### src/rtl/inst_mem_port_pkg.sv
// Shared fetch-path constants and types: instruction/address widths, enable levels,
// bus idle values and the byte-address helper used by the fetch port.
package inst_mem_port_pkg;

  localparam int INST_ADDR_W    = 32;
  localparam int INST_W         = 32;
  localparam int BYTES_PER_INST = 4;
  localparam int RAM_LAT        = 1;

  localparam logic ENABLE  = 1'b1;
  localparam logic DISABLE = 1'b0;

  localparam logic [INST_ADDR_W-1:0] ADDR_FREE = '0;
  localparam logic [INST_W-1:0]      DATA_FREE = '0;

  typedef logic [INST_ADDR_W-1:0] inst_addr_t;
  typedef logic [INST_W-1:0]      inst_t;
  typedef logic [2:0]             cnt_t;

  localparam logic [0:0] ST_IDLE = 1'b0;
  localparam logic [0:0] ST_READ = 1'b1;

  // Byte address of lane idx within the word at base; wraps modulo 2^32.
  function automatic inst_addr_t byte_addr(input inst_addr_t base, input cnt_t idx);
    return base + inst_addr_t'(idx);
  endfunction

endpackage

### src/rtl/inst_mem_port.sv
// Instruction fetch port: reads one word byte-serially from a shared 8-bit RAM,
// assembles it little-endian and pulses it out together with an icache fill.
module inst_mem_port
  import inst_mem_port_pkg::*;
(
  input  logic        clk,
  input  logic        rst,
  input  logic        rdy,
  input  logic        instEn,
  input  logic [31:0] instAddr,
  output logic        memInstOutEn,
  output logic [31:0] memInst,
  input  logic        ramBusy,
  output logic        ramEn,
  output logic [31:0] ramAddr,
  input  logic [7:0]  ramDin,
  output logic        cacheWrEn,
  output logic [31:0] cacheWrAddr,
  output logic [31:0] cacheWrInst,
  output logic        busy
);

  localparam cnt_t NUM_BYTES = cnt_t'(BYTES_PER_INST);
  localparam cnt_t LAST_BYTE = cnt_t'(BYTES_PER_INST - 1);

  logic [0:0] r_state;
  inst_addr_t r_base;
  inst_addr_t r_addr_hold;
  inst_addr_t r_cacheWrAddr;
  logic [23:0] r_asm;
  inst_t      r_memInst;
  cnt_t       r_issueCnt;
  cnt_t       r_rcvCnt;
  logic       r_inflight;
  logic       r_outEn;

  logic       w_reading;
  logic       w_issue;
  logic       w_capture;
  logic       w_last;
  inst_addr_t w_issueAddr;

  assign w_reading   = (r_state == ST_READ);
  // No new read is launched in a reset cycle; its byte would be dropped anyway.
  assign w_issue     = w_reading && !rst && (r_issueCnt < NUM_BYTES) && !ramBusy && rdy;
  assign w_capture   = w_reading && r_inflight;
  assign w_last      = w_capture && (r_rcvCnt == LAST_BYTE);
  assign w_issueAddr = byte_addr(r_base, r_issueCnt);

  always_ff @(posedge clk) begin
    if (rst) begin
      r_state       <= ST_IDLE;
      r_base        <= ADDR_FREE;
      r_addr_hold   <= ADDR_FREE;
      r_cacheWrAddr <= ADDR_FREE;
      r_asm         <= '0;
      r_memInst     <= DATA_FREE;
      r_issueCnt    <= '0;
      r_rcvCnt      <= '0;
      r_inflight    <= DISABLE;
      r_outEn       <= DISABLE;
    end else begin
      r_outEn <= DISABLE;
      if (w_issue) begin
        r_addr_hold <= w_issueAddr;
      end
      // A new request always wins: it also drops the byte in flight and any completion.
      if (instEn) begin
        r_state    <= ST_READ;
        r_base     <= instAddr;
        r_issueCnt <= '0;
        r_rcvCnt   <= '0;
        r_inflight <= DISABLE;
      end else if (w_reading) begin
        r_inflight <= w_issue;
        if (w_issue) begin
          r_issueCnt <= r_issueCnt + 3'd1;
        end
        if (w_capture) begin
          r_rcvCnt <= r_rcvCnt + 3'd1;
          case (r_rcvCnt[1:0])
            2'd0:    r_asm[7:0]   <= ramDin;
            2'd1:    r_asm[15:8]  <= ramDin;
            2'd2:    r_asm[23:16] <= ramDin;
            default: ;
          endcase
        end
        if (w_last) begin
          r_state       <= ST_IDLE;
          r_outEn       <= ENABLE;
          r_memInst     <= {ramDin, r_asm};
          r_cacheWrAddr <= r_base;
        end
      end
    end
  end

  assign ramEn        = w_issue;
  assign ramAddr      = w_issue ? w_issueAddr : r_addr_hold;
  assign memInstOutEn = r_outEn;
  assign memInst      = r_memInst;
  assign cacheWrEn    = r_outEn;
  assign cacheWrAddr  = r_cacheWrAddr;
  assign cacheWrInst  = r_memInst;
  assign busy         = w_reading;

endmodule

### config.mk
export PLATFORM = sky130hd
export DESIGN_NAME = inst_mem_port
export DESIGN_NICKNAME = d
export VERILOG_FILES = /design/src/rtl/inst_mem_port_pkg.sv /design/src/rtl/inst_mem_port.sv
export SDC_FILE = /design/constraint.sdc
export NUM_CORES = 1
export LEC_CHECK = 0
export ABC_AREA = 1
export BUFFER_PORTS_ARGS = -buffer_cell sky130_fd_sc_hd__buf_2
export CELL_PAD_IN_SITES_DETAIL_PLACEMENT = 1
export CELL_PAD_IN_SITES_GLOBAL_PLACEMENT = 2
export CORE_ASPECT_RATIO = 0.7
export CORE_MARGIN = 1.5
export CORE_UTILIZATION = 33
export CTS_BUF_LIST = sky130_fd_sc_hd__clkbuf_8
export CTS_CLUSTER_SIZE = 10
export DETAILED_ROUTE_END_ITERATION = 6
export PLACE_DENSITY_LB_ADDON = 0.1
export REMOVE_ABC_BUFFERS = 1
export SETUP_SLACK_MARGIN = 0.1
export SLEW_MARGIN = 20
export SYNTH_ARGS = -nofsm -noshare
export SYNTH_HDL_FRONTEND = slang
export SYNTH_SLANG_ARGS = --single-unit
### constraint.sdc
create_clock -name clk -period 4.2 [get_ports clk]
set_input_delay 0.21 -clock clk [delete_from_list [all_inputs] [get_ports clk]]
set_output_delay 0.21 -clock clk [all_outputs]
set_load 0.01 [all_outputs]
* Word-level counts from Yosys, hierarchy flattened
Index checks and enable logic that the tools add are counted.
Storage, ports and cells: bits in writable memories 0, memory bits (read-only) 0, register bits after elaboration 161, logic and storage cells 43, latch bits 0, memories 0, output and inout bits 132
Operators by class: eq/ne operators 3, shift operators 0, reductions and logical operators 17, div/mod/pow operators 0, bitwise gates (word level) 2, magnitude comparators 1, add/subtract/negate cells 3, multipliers 0, multiplexer cells 5
Operator list (count):
- $add 32x3->32 | 1
- $mux 32 | 1
- $reduce_and 4->1 | 3
- $add 3x1->3 const B | 2
- $logic_and 1x1->1 | 6
- $mux 1 | 4
- $reduce_and 2->1 | 2
- $eq 3x2->1 const B | 1
- $lt 3x3->1 const B | 1
- $reduce_and 3->1 | 1
- $reduce_or 3->1 | 1
- $eq 2x1->1 const B | 1
- $eq 2x2->1 const B | 1
- $logic_not 1->1 | 2
- $logic_not 2->1 | 1
- $not 1->1 | 2
- $reduce_or 2->1 | 1

* Depth between registers and ports, before layout
Gate-level depths: netlist of the first run.
depth in word-level cells 6, gate-level depth with buffers 11, depth with buffers taken out 11

* Worst setup path after synthesis of the first run
OpenSTA, ideal clock, no wires.
kind reg2out, start point register r_issueCnt[0], end point output ramAddr[14], path slack 2.374 ns, arrival 1.616 ns, cell stages (with the launch flop) 11, path buffers 0, path through dfxtp_1 > ha_1 > fa_1 > nand3_1 > nand2_1 > nand2_1 > nor2_2 > xor2_1 > nand2_1 > nand2_1 > inv_1
On the way: longest elaborated chain between the ends 5
Ends and longest elaborated chain:
- from (decl) | RTL line inst_mem_port.sv:32 | cnt_t r_issueCnt;
- from (signal assigned) | RTL line inst_mem_port.sv:77 | r_issueCnt <= r_issueCnt + 3'd1;
- branches (longest 4 deep; another with $add 32x3->32)
- $mux 32 *
- to (decl) | RTL line inst_mem_port.sv:15 | output logic [31:0] ramAddr,
Mark *: on every way between the ends.

* Worst setup path in the final report of the first run
start point register r_base[0], end point output ramAddr[14]
On the way: longest elaborated chain between the ends 2
Ends and longest elaborated chain:
- from (decl) | RTL line inst_mem_port.sv:27 | inst_addr_t r_base;
- from (signal assigned) | RTL line inst_mem_port.sv:70 | r_base <= instAddr;
- $add 32x3->32 | RTL line inst_mem_port_pkg.sv:25 | return base + inst_addr_t'(idx);
- $mux 32
No other way between the ends.

==> results of run 1 <==
## cells in the final DEF (no fill, tap or decap), types with 3 or more instances in the layout
| cell | count |
|---|---|
| dfxtp_1 | 161 |
| xor2_1 | 8 |
| buf_4 | 4 |
| or2_0 | 4 |
| nand2_1 | 171 |
| a21oi_1 | 69 |
| nand3_2 | 3 |
| nor2_1 | 73 |
| nand3_1 | 105 |
| dlygate4sd3_1 | 9 |
| inv_1 | 97 |
| nor2_4 | 5 |
| buf_2 | 176 |
| o21ai_0 | 66 |
| inv_6 | 5 |
| o21ai_1 | 55 |
| ha_1 | 9 |
| or2_2 | 5 |
| or2_1 | 11 |
| clkbuf_8 | 18 |
| clkinvlp_4 | 4 |
| nor2_2 | 4 |
## Yosys cell counts, drive strengths merged
library cell	n	area share, %
o22ai	1	0.089
xor2	8	1.0
fa	1	0.29
nand2	174	9.5
a21boi	1	0.11
dfxtp	161	46
inv	102	5.5
o21ai	122	8.8
and2	2	0.18
a21oi	69	4.9
clkbuf	19	1.0
ha	9	1.6
nor2	82	5.1
nand3	108	7.9
or2	20	1.8
buf	59	6.2
## sequential cells by signal (all words and copies together), names as in the netlist
signal / flops
busy: 1
cacheWrAddr: 32
cacheWrEn: 1
cacheWrInst: 32
r_addr_hold: 32
r_asm: 24
r_base: 32
r_inflight: 1
r_issueCnt: 3
r_rcvCnt: 3
## cell families after synthesis
kind of cell             share of synthesized area [%]
adder cells (fa/ha/maj)                           1.89
AND/OR/NAND/NOR                                   24.5
AO/OA/AOI/OAI                                     13.9
XOR/XNOR                                          1.00
buffers and inverters                             12.8
flip-flops                                        46.0
## how the worst min path moves through the flow
stage / start / to / slack (ns)
6_report: instAddr[28] / r_base[28] / 0.02
5_1_grt: instAddr[18] / r_base[18] / 0.03
4_1_cts: instAddr[2] / r_base[2] / 0.009
3_5_place_dp: r_asm[15] / cacheWrInst[15] / 0.45
3_3_place_gp: r_asm[0] / r_asm[0] / 0.44
2_1_floorplan: rst / busy / 0.28
## routing by layer
metal | routed length (um) | vias up
met2 | 8480 | 108
met4 | 187 | 0
met1 | 11600 | 2870
met5 | 0 | -
met3 | 712 | 17
li1 | - | 3242
## through the flow
| step | cells | total power [uW] |
|---|---|---|
| after detailed placement | 1316 | 1810 |
| after global placement | 1316 | 1810 |
| final | 1357 | 2940 |
| after CTS | 1357 | 2980 |
| after floorplan | 860 | 1710 |
| after global routing | 1357 | 3090 |
## what timing repair did
action,in CTS,in global routing
endpoints found under the hold margin,9,0
gates resized for setup,0,0
hold buffers,9,0
endpoints found under the setup margin,0,0
## power by group
group          switching, uW  leakage (uW)  internal, uW
combinational            125       0.00228          67.2
sequential              31.9       0.00131          1560
clock                    660      0.000187           503
total                    816       0.00377          2130
## final cells by class
type / count / area share (%)
Clock buffer: 18 / 3.01
Clock inverter: 14 / 1.75
Inverter: 102 / 4.71
Multi-Input combinational cell: 597 / 35.1
Sequential cell: 161 / 39.1
Tap cell: 276 / 4.19
Timing Repair Buffer: 189 / 12.1
## critical path, stage by stage, from the launching register on
cell	delay [ns]
dfxtp_1	0.35
ha_1	0.25
fa_1	0.44
nand3_1	0.11
nand2_1	0.16
nand2_1	0.22
nor2_2	0.09
xor2_1	0.14
nand2_1	0.08
nand2_1	0.11
inv_1	0.05
buf_2	0.13
==> results_dict.tcl, run 1 <==
set metrics [dict create \
    area_growth_pct 17.6 \
    track_usage_pct 19.4 \
    r2r-end "cacheWrAddr[20]" \
    drt_pass1_iterations 4 \
    core-area_um2 20800 \
    crit_fanout 5 \
    cts_tree "done" \
    ys_warn_count 0 \
    syn_area_um2 7010 \
    rows 44 \
    setup.worst_path.class "flop to output pin" \
    reg2reg_slack_ns 1.66 \
    clockBufferDepth 2 \
    timing.final.crit_share_pct 67.2 \
    io_buffers 176 \
    seq_area_um2 3220 \
    cts.clk_slew.worst_paths_ns 0.10 \
    seq_area_frac_synth_pct 46.0 \
    met2_usage_pct 27.7 \
    pre_cts_slack_ns 1.71 \
    hold_path_depth 3 \
    dieArea_um2 22100 \
    synthCells 938 \
    grt_max_degree 80 \
    n_antenna_cell 0 \
    powerDensity_nw_per_um2 357 \
    place_area_um2 7760 \
    cts.sinks 161 \
    drive_gt1_share_pct 22.0 \
    cp.required_ns 3.99 \
    drtAntennaViolNets 0 \
    grt_pass1_vias 5974 \
    route.final.wire_length_mm 21.0 \
    setup_slack_ns 1.38 \
    hold_slack_ns 0.0236 \
    grt_pass1_wl_mm 33.4 \
    worstSetupStartpointType "flop" \
    synth_cell_types 30 \
    cp.arrival_ns 2.61 \
    hpwl_mm 15.0 \
    fin_area_um2 8240 \
    overflow 0 \
    grt_util_met3_pct 3.42 \
    r2r_cells 6 \
    max_cap_viol_count 0 \
    fmax_ghz 0.354 \
    p_leak_uw 0.00377 \
    startpoint "r_base[0]" \
    post-route-min-period_ns 2.82 \
    drt-wirelength-per-cell_um 15.5 \
    place.gp.congestion 0.774 \
    busiest_layer "met1" \
    drc 0 \
    slew_violations 0 \
    worstSkewPairLatency_ns 0.47 \
    ios 177 \
    htree_num_levels 4 \
    rsz0062_at_grt "false" \
    via_per_inst 4.60 \
    min_path_type "input pin to flop" \
    setup_viol 0 \
    clock_skew_ns 0.0149 \
    ir_worst_vdd_uv 166 \
    timing.rr.start "r_rcvCnt[1]" \
    nets 1123 \
    max_slew_margin_pct 40.5 \
    die_w_um 177 \
    setup.worst_path.end "ramAddr[14]" \
    vias 6237 \
    ys_ff_latch 161 \
    met1_usage_pct 29.7 \
    die_h_um 125 \
    nFillCells 2658 \
    hold_violations 0 \
    antenna_found_initial 0 \
    synth_area_per_cell_um2 7.47 \
    start_util_pct 33.8 \
    initialDrtViolationCount 325 \
    root_buffer "clkbuf_8" \
    worstMarginPinSlew_ns 0.891 \
    final.setup.tns_ns 0 \
    cts_setup_buffers 0 \
    cts_made_buffers 17 \
    status "completed" \
    endpoint_kind "output pin" \
    final_util_pct 39.7 \
    multi_input_area_um2 2890 \
]
Power figures use the tool's default switching activity.
==> run 2, diff against run 1 <==
CORE_UTILIZATION = 30   (was 33)
clock period = 2.8 ns   (was 4.2 ns; I/O delays follow)
==> run 2 against run 1 <==
Net effect:
- via count up 3.6%
- largest power group unchanged
- largest cell class unchanged
- cell area up 4.7%
- clock skew up 0.0017 ns
- critical path depth unchanged
- combinational power up 70%
- worst hold slack better by 0.030 ns
- clock-buffer cell count unchanged
==> results_dict.tcl, run 2 (synthesis gave the netlist of run 1 again) <==
set metrics [dict create \
    cp.required_ns 2.66 \
    grt_pass1_vias 6130 \
    rsz0062_at_grt "false" \
    htree_num_levels 4 \
    cts_setup_buffers 0 \
    ios 177 \
    final_util_pct 37.9 \
    clockBufferDepth 2 \
    drtAntennaViolNets 0 \
    fmax_ghz 0.409 \
    area_growth_pct 23.1 \
    place.gp.congestion 0.763 \
    die_h_um 131 \
    endpoint_kind "output pin" \
    initialDrtViolationCount 279 \
    post-route-min-period_ns 2.44 \
    drt-wirelength-per-cell_um 15.3 \
    p_leak_uw 0.00391 \
    cts_made_buffers 17 \
    slew_violations 0 \
    worstSetupStartpointType "flop" \
    crit_fanout 5 \
    overflow 0 \
    antenna_found_initial 0 \
    timing.final.crit_share_pct 87.3 \
    setup_slack_ns 0.356 \
    multi_input_area_um2 2910 \
    n_antenna_cell 0 \
    final.setup.tns_ns 0 \
    route.final.wire_length_mm 21.8 \
    vias 6463 \
    worstSkewPairLatency_ns 0.48 \
    start_util_pct 30.7 \
    setup_viol 0 \
    max_cap_viol_count 0 \
    drt_pass1_iterations 4 \
    status "completed" \
    core-area_um2 22800 \
    io_buffers 176 \
    cts.clk_slew.worst_paths_ns 0.10 \
    seq_area_um2 3220 \
    powerDensity_nw_per_um2 510 \
    cts_tree "done" \
    rows 46 \
    fin_area_um2 8630 \
    pre_cts_slack_ns 0.548 \
    cp.arrival_ns 2.30 \
    min_path_type "input pin to flop" \
    setup.worst_path.class "flop to output pin" \
    cts.sinks 161 \
    grt_max_degree 119 \
    root_buffer "clkbuf_8" \
    nets 1154 \
    clock_skew_ns 0.0166 \
    track_usage_pct 18.6 \
    drive_gt1_share_pct 22.2 \
    worstMarginPinSlew_ns 0.781 \
    max_slew_margin_pct 47.7 \
    via_per_inst 4.54 \
    die_w_um 186 \
    drc 0 \
    hpwl_mm 15.5 \
    place_area_um2 7860 \
    dieArea_um2 24300 \
    ir_worst_vdd_uv 255 \
    final_cell_mix "176 x buf_2, 169 x nand2_1, 161 x dfxtp_1, 105 x nand3_1, 97 x inv_1" \
    hold_violations 0 \
    final_common_cell "buf_2" \
    grt_pass1_wl_mm 34.1 \
    nFillCells 2913 \
]
-- run 2: changes by cell type in the layout (fill, tap and decap cells not counted), sizes merged --
cell and change:
clkinv +2, dlygate4sd3 +28, inv -3, buf +3, clkinvlp +1
-- run 2: path summary, 6_finish.rpt --
kind                               startpoint              end  slack [ns]  cells after the start
worst min register to register      r_asm[22]  cacheWrInst[22]        0.45                      2
worst max register to register    r_rcvCnt[0]   cacheWrAddr[4]        0.73                      6
worst min-delay path                   instEn  cacheWrAddr[30]        0.05                      4
worst max-delay path            r_issueCnt[0]      ramAddr[22]        0.36                     11
-- run 2: repair_timing --
item / 4_1_cts / 5_1_grt
resized for setup: 0 / 7
endpoints found under the hold margin: 59 / 0
setup endpoints to repair: 0 / 11
hold buffers: 37 / 0
-- run 2: worst max-delay path, cell delays in order, from the launching register on --
cell and delay, ns:
dfxtp_1 0.35, ha_1 0.22, fa_2 0.38, nand3_1 0.11, nand2_2 0.09, nand2_2 0.14, inv_1 0.12, nand3_1 0.10
nand3_1 0.07, nand2_1 0.09, inv_1 0.05, buf_2 0.13
-- run 2: layer usage --
| layer | global-route usage (%) | vias to the layer above | part of all wire [%] | wire [um] |
|---|---|---|---|---|
| li1 | - | 3314 | - | - |
| met2 | 26.7 | 106 | 41 | 9010 |
| met5 | 0 | - | 0 | 0 |
| met4 | 4.70 | 0 | 0.80 | 174 |
| met1 | 28.0 | 3030 | 54 | 11700 |
| met3 | 3.66 | 13 | 4.3 | 935 |
-- run 2: cell type report --
class                      count  area share, %
clock inverter                14           1.54
multi-input combinational    597           33.7
inverter                     102           4.51
clock buffer                  18           2.87
timing repair buffer         220           15.5
tap                          312           4.52
sequential                   161           37.3
-- run 2: power breakdown --
group	internal, uW	switching (uW)	total [uW]
clock network	736	957	1690
registers	2330	48.5	2380
logic	131	195	326
total	3200	1200	4400
-- run 2: stage by stage --
step / cells / total power, uW / hold slack (ns)
2_1_floorplan: 860 / 2570 / 0.209
3_3_place_gp: 1355 / 2730 / 0.385
3_5_place_dp: 1355 / 2720 / 0.383
4_1_cts: 1424 / 4480 / 0.000126
5_1_grt: 1424 / 4600 / 0.0423
6_report: 1424 / 4400 / 0.0532
==> run 3, diff against run 2 <==
clock period = 2.7 ns   (was 2.8 ns; I/O delays follow)
==> run 3 against run 2 <==
Net effect:
- critical path depth did not move
- cell area up 1.1%
- non-clock buffer count is 5 higher
- sequential power rose by 4%
- worst hold slack better by 0.014 ns
- routed wire length grew 1.8%
- critical path type unchanged
- largest cell class unchanged
- highest routed layer unchanged
==> results_dict.tcl, run 3 (synthesis gave the netlist of run 1 again) <==
set metrics [dict create \
    status "completed" \
    fmax_ghz 0.419 \
    max_cap_viol_count 0 \
    dr_wl_met2_mm 9.09 \
    htree_num_levels 4 \
    worstMarginPinSlew_ns 0.601 \
    met3WireLength_um 796 \
    cts.sinks 161 \
    worstSetupStartpointType "flop" \
    overflow 0 \
    start_util_pct 30.7 \
    hpwl_mm 15.9 \
    track_usage_pct 18.8 \
    worstSkewPairLatency_ns 0.47 \
    io_buffers 176 \
    setup_viol 0 \
    nets 1159 \
    drive_gt1_share_pct 22.5 \
    p_leak_uw 0.00399 \
    reg2reg_slack_ns 0.84 \
    max_slew_margin_pct 59.9 \
    fin_area_um2 8730 \
    n_antenna_cell 0 \
    ios 177 \
    clock_skew_ns 0.0132 \
    clockBufferDepth 2 \
    pre_cts_slack_ns 0.558 \
    drt_pass1_iterations 4 \
    grt_pass1_wl_mm 34.7 \
    initialDrtViolationCount 342 \
    cp.arrival_ns 2.25 \
    grt_pass1_vias 6287 \
    drc 0 \
    die_w_um 186 \
    ir_worst_vdd_uv 267 \
    top_layer "met4" \
    final_util_pct 38.3 \
    hold_violations 0 \
    place.gp.congestion 0.764 \
    core-area_um2 22800 \
    met1Wirelength_mm 12.1 \
    cp.required_ns 2.57 \
    cts_made_buffers 17 \
    hold_slack_ns 0.0671 \
    rows 46 \
    cts.clk_slew.worst_paths_ns 0.09 \
    dieArea_um2 24300 \
    rsz0062_at_grt "true" \
    final.setup.tns_ns 0 \
    setup_slack_ns 0.312 \
    place_area_um2 7890 \
    post-route-min-period_ns 2.39 \
    drt-wirelength-per-cell_um 15.5 \
    vias 6458 \
    setup.worst_path.class "flop to output pin" \
    die_h_um 131 \
    root_buffer "clkbuf_8" \
    route.final.wire_length_mm 22.2 \
    endpoint_kind "output pin" \
    grt_max_degree 119 \
    drtAntennaViolNets 0 \
    min_path_type "input pin to flop" \
    final_cell_mix "176 x buf_2, 168 x nand2_1, 160 x dfxtp_1, 105 x nand3_1, 99 x inv_1" \
    antenna_found_initial 0 \
    via_per_inst 4.52 \
    slew_violations 0 \
    cts_tree "done" \
    crit_fanout 5 \
    powerDensity_nw_per_um2 545 \
    timing.final.crit_share_pct 88.4 \
    area_growth_pct 24.5 \
    final_common_cell "buf_2" \
]
-- run 3: per-stage QoR --
step / std cells / total power, uW
floorplan: 860 / 2670
global placement: 1359 / 2830
detailed placement: 1359 / 2830
CTS: 1428 / 4840
global route: 1428 / 4970
finish: 1428 / 4760
-- run 3: worst max-delay path, stage by stage, from the launching register on --
cell     delay [ns]
dfxtp_2        0.37
ha_2           0.20
fa_2           0.22
nand3_1        0.09
nand2_2        0.15
nand2_4        0.09
nor2_2         0.14
xor2_1         0.16
nand2_1        0.06
nand2_1        0.09
inv_1          0.06
buf_2          0.13
-- run 3: final cells by class --
type	instances	area, um^2
fillers	2904	14100
flip-flops and latches	161	3220
multi-input cells	597	2920
repair buffers	225	1380
inverters	102	392
well taps	312	390
clock buffers	18	248
clock inverters	13	169
-- run 3: power breakdown --
part	switching, uW	internal, uW
clock	926	1020
combinational	207	140
sequential	50.5	2420
-- run 3: repair_timing --
item / CTS / global route
pin swaps: 1 / 1
buffers inserted: 0 / 0
resized for setup: 2 / 12
hold buffers: 38 / 0
endpoints found under the setup margin: 6 / 18
hold endpoints to repair: 61 / 0
-- run 3: worst paths after layout --
kind	start	end	depth (start not counted)
worst max-delay path	r_issueCnt[0]	ramAddr[14]	11
worst min-delay path	instEn	r_asm[23]	4
worst max register to register	r_rcvCnt[1]	cacheWrInst[0]	7
worst min register to register	r_asm[7]	cacheWrInst[7]	2
-- run 3: metal layers --
layer  vias to the layer above  global-route usage [%]
li1                       3322                       -
met3                        15                    4.05
met4                         0                    4.98
met5                         -                       0
met1                      3022                    28.1
met2                        99                    27.2
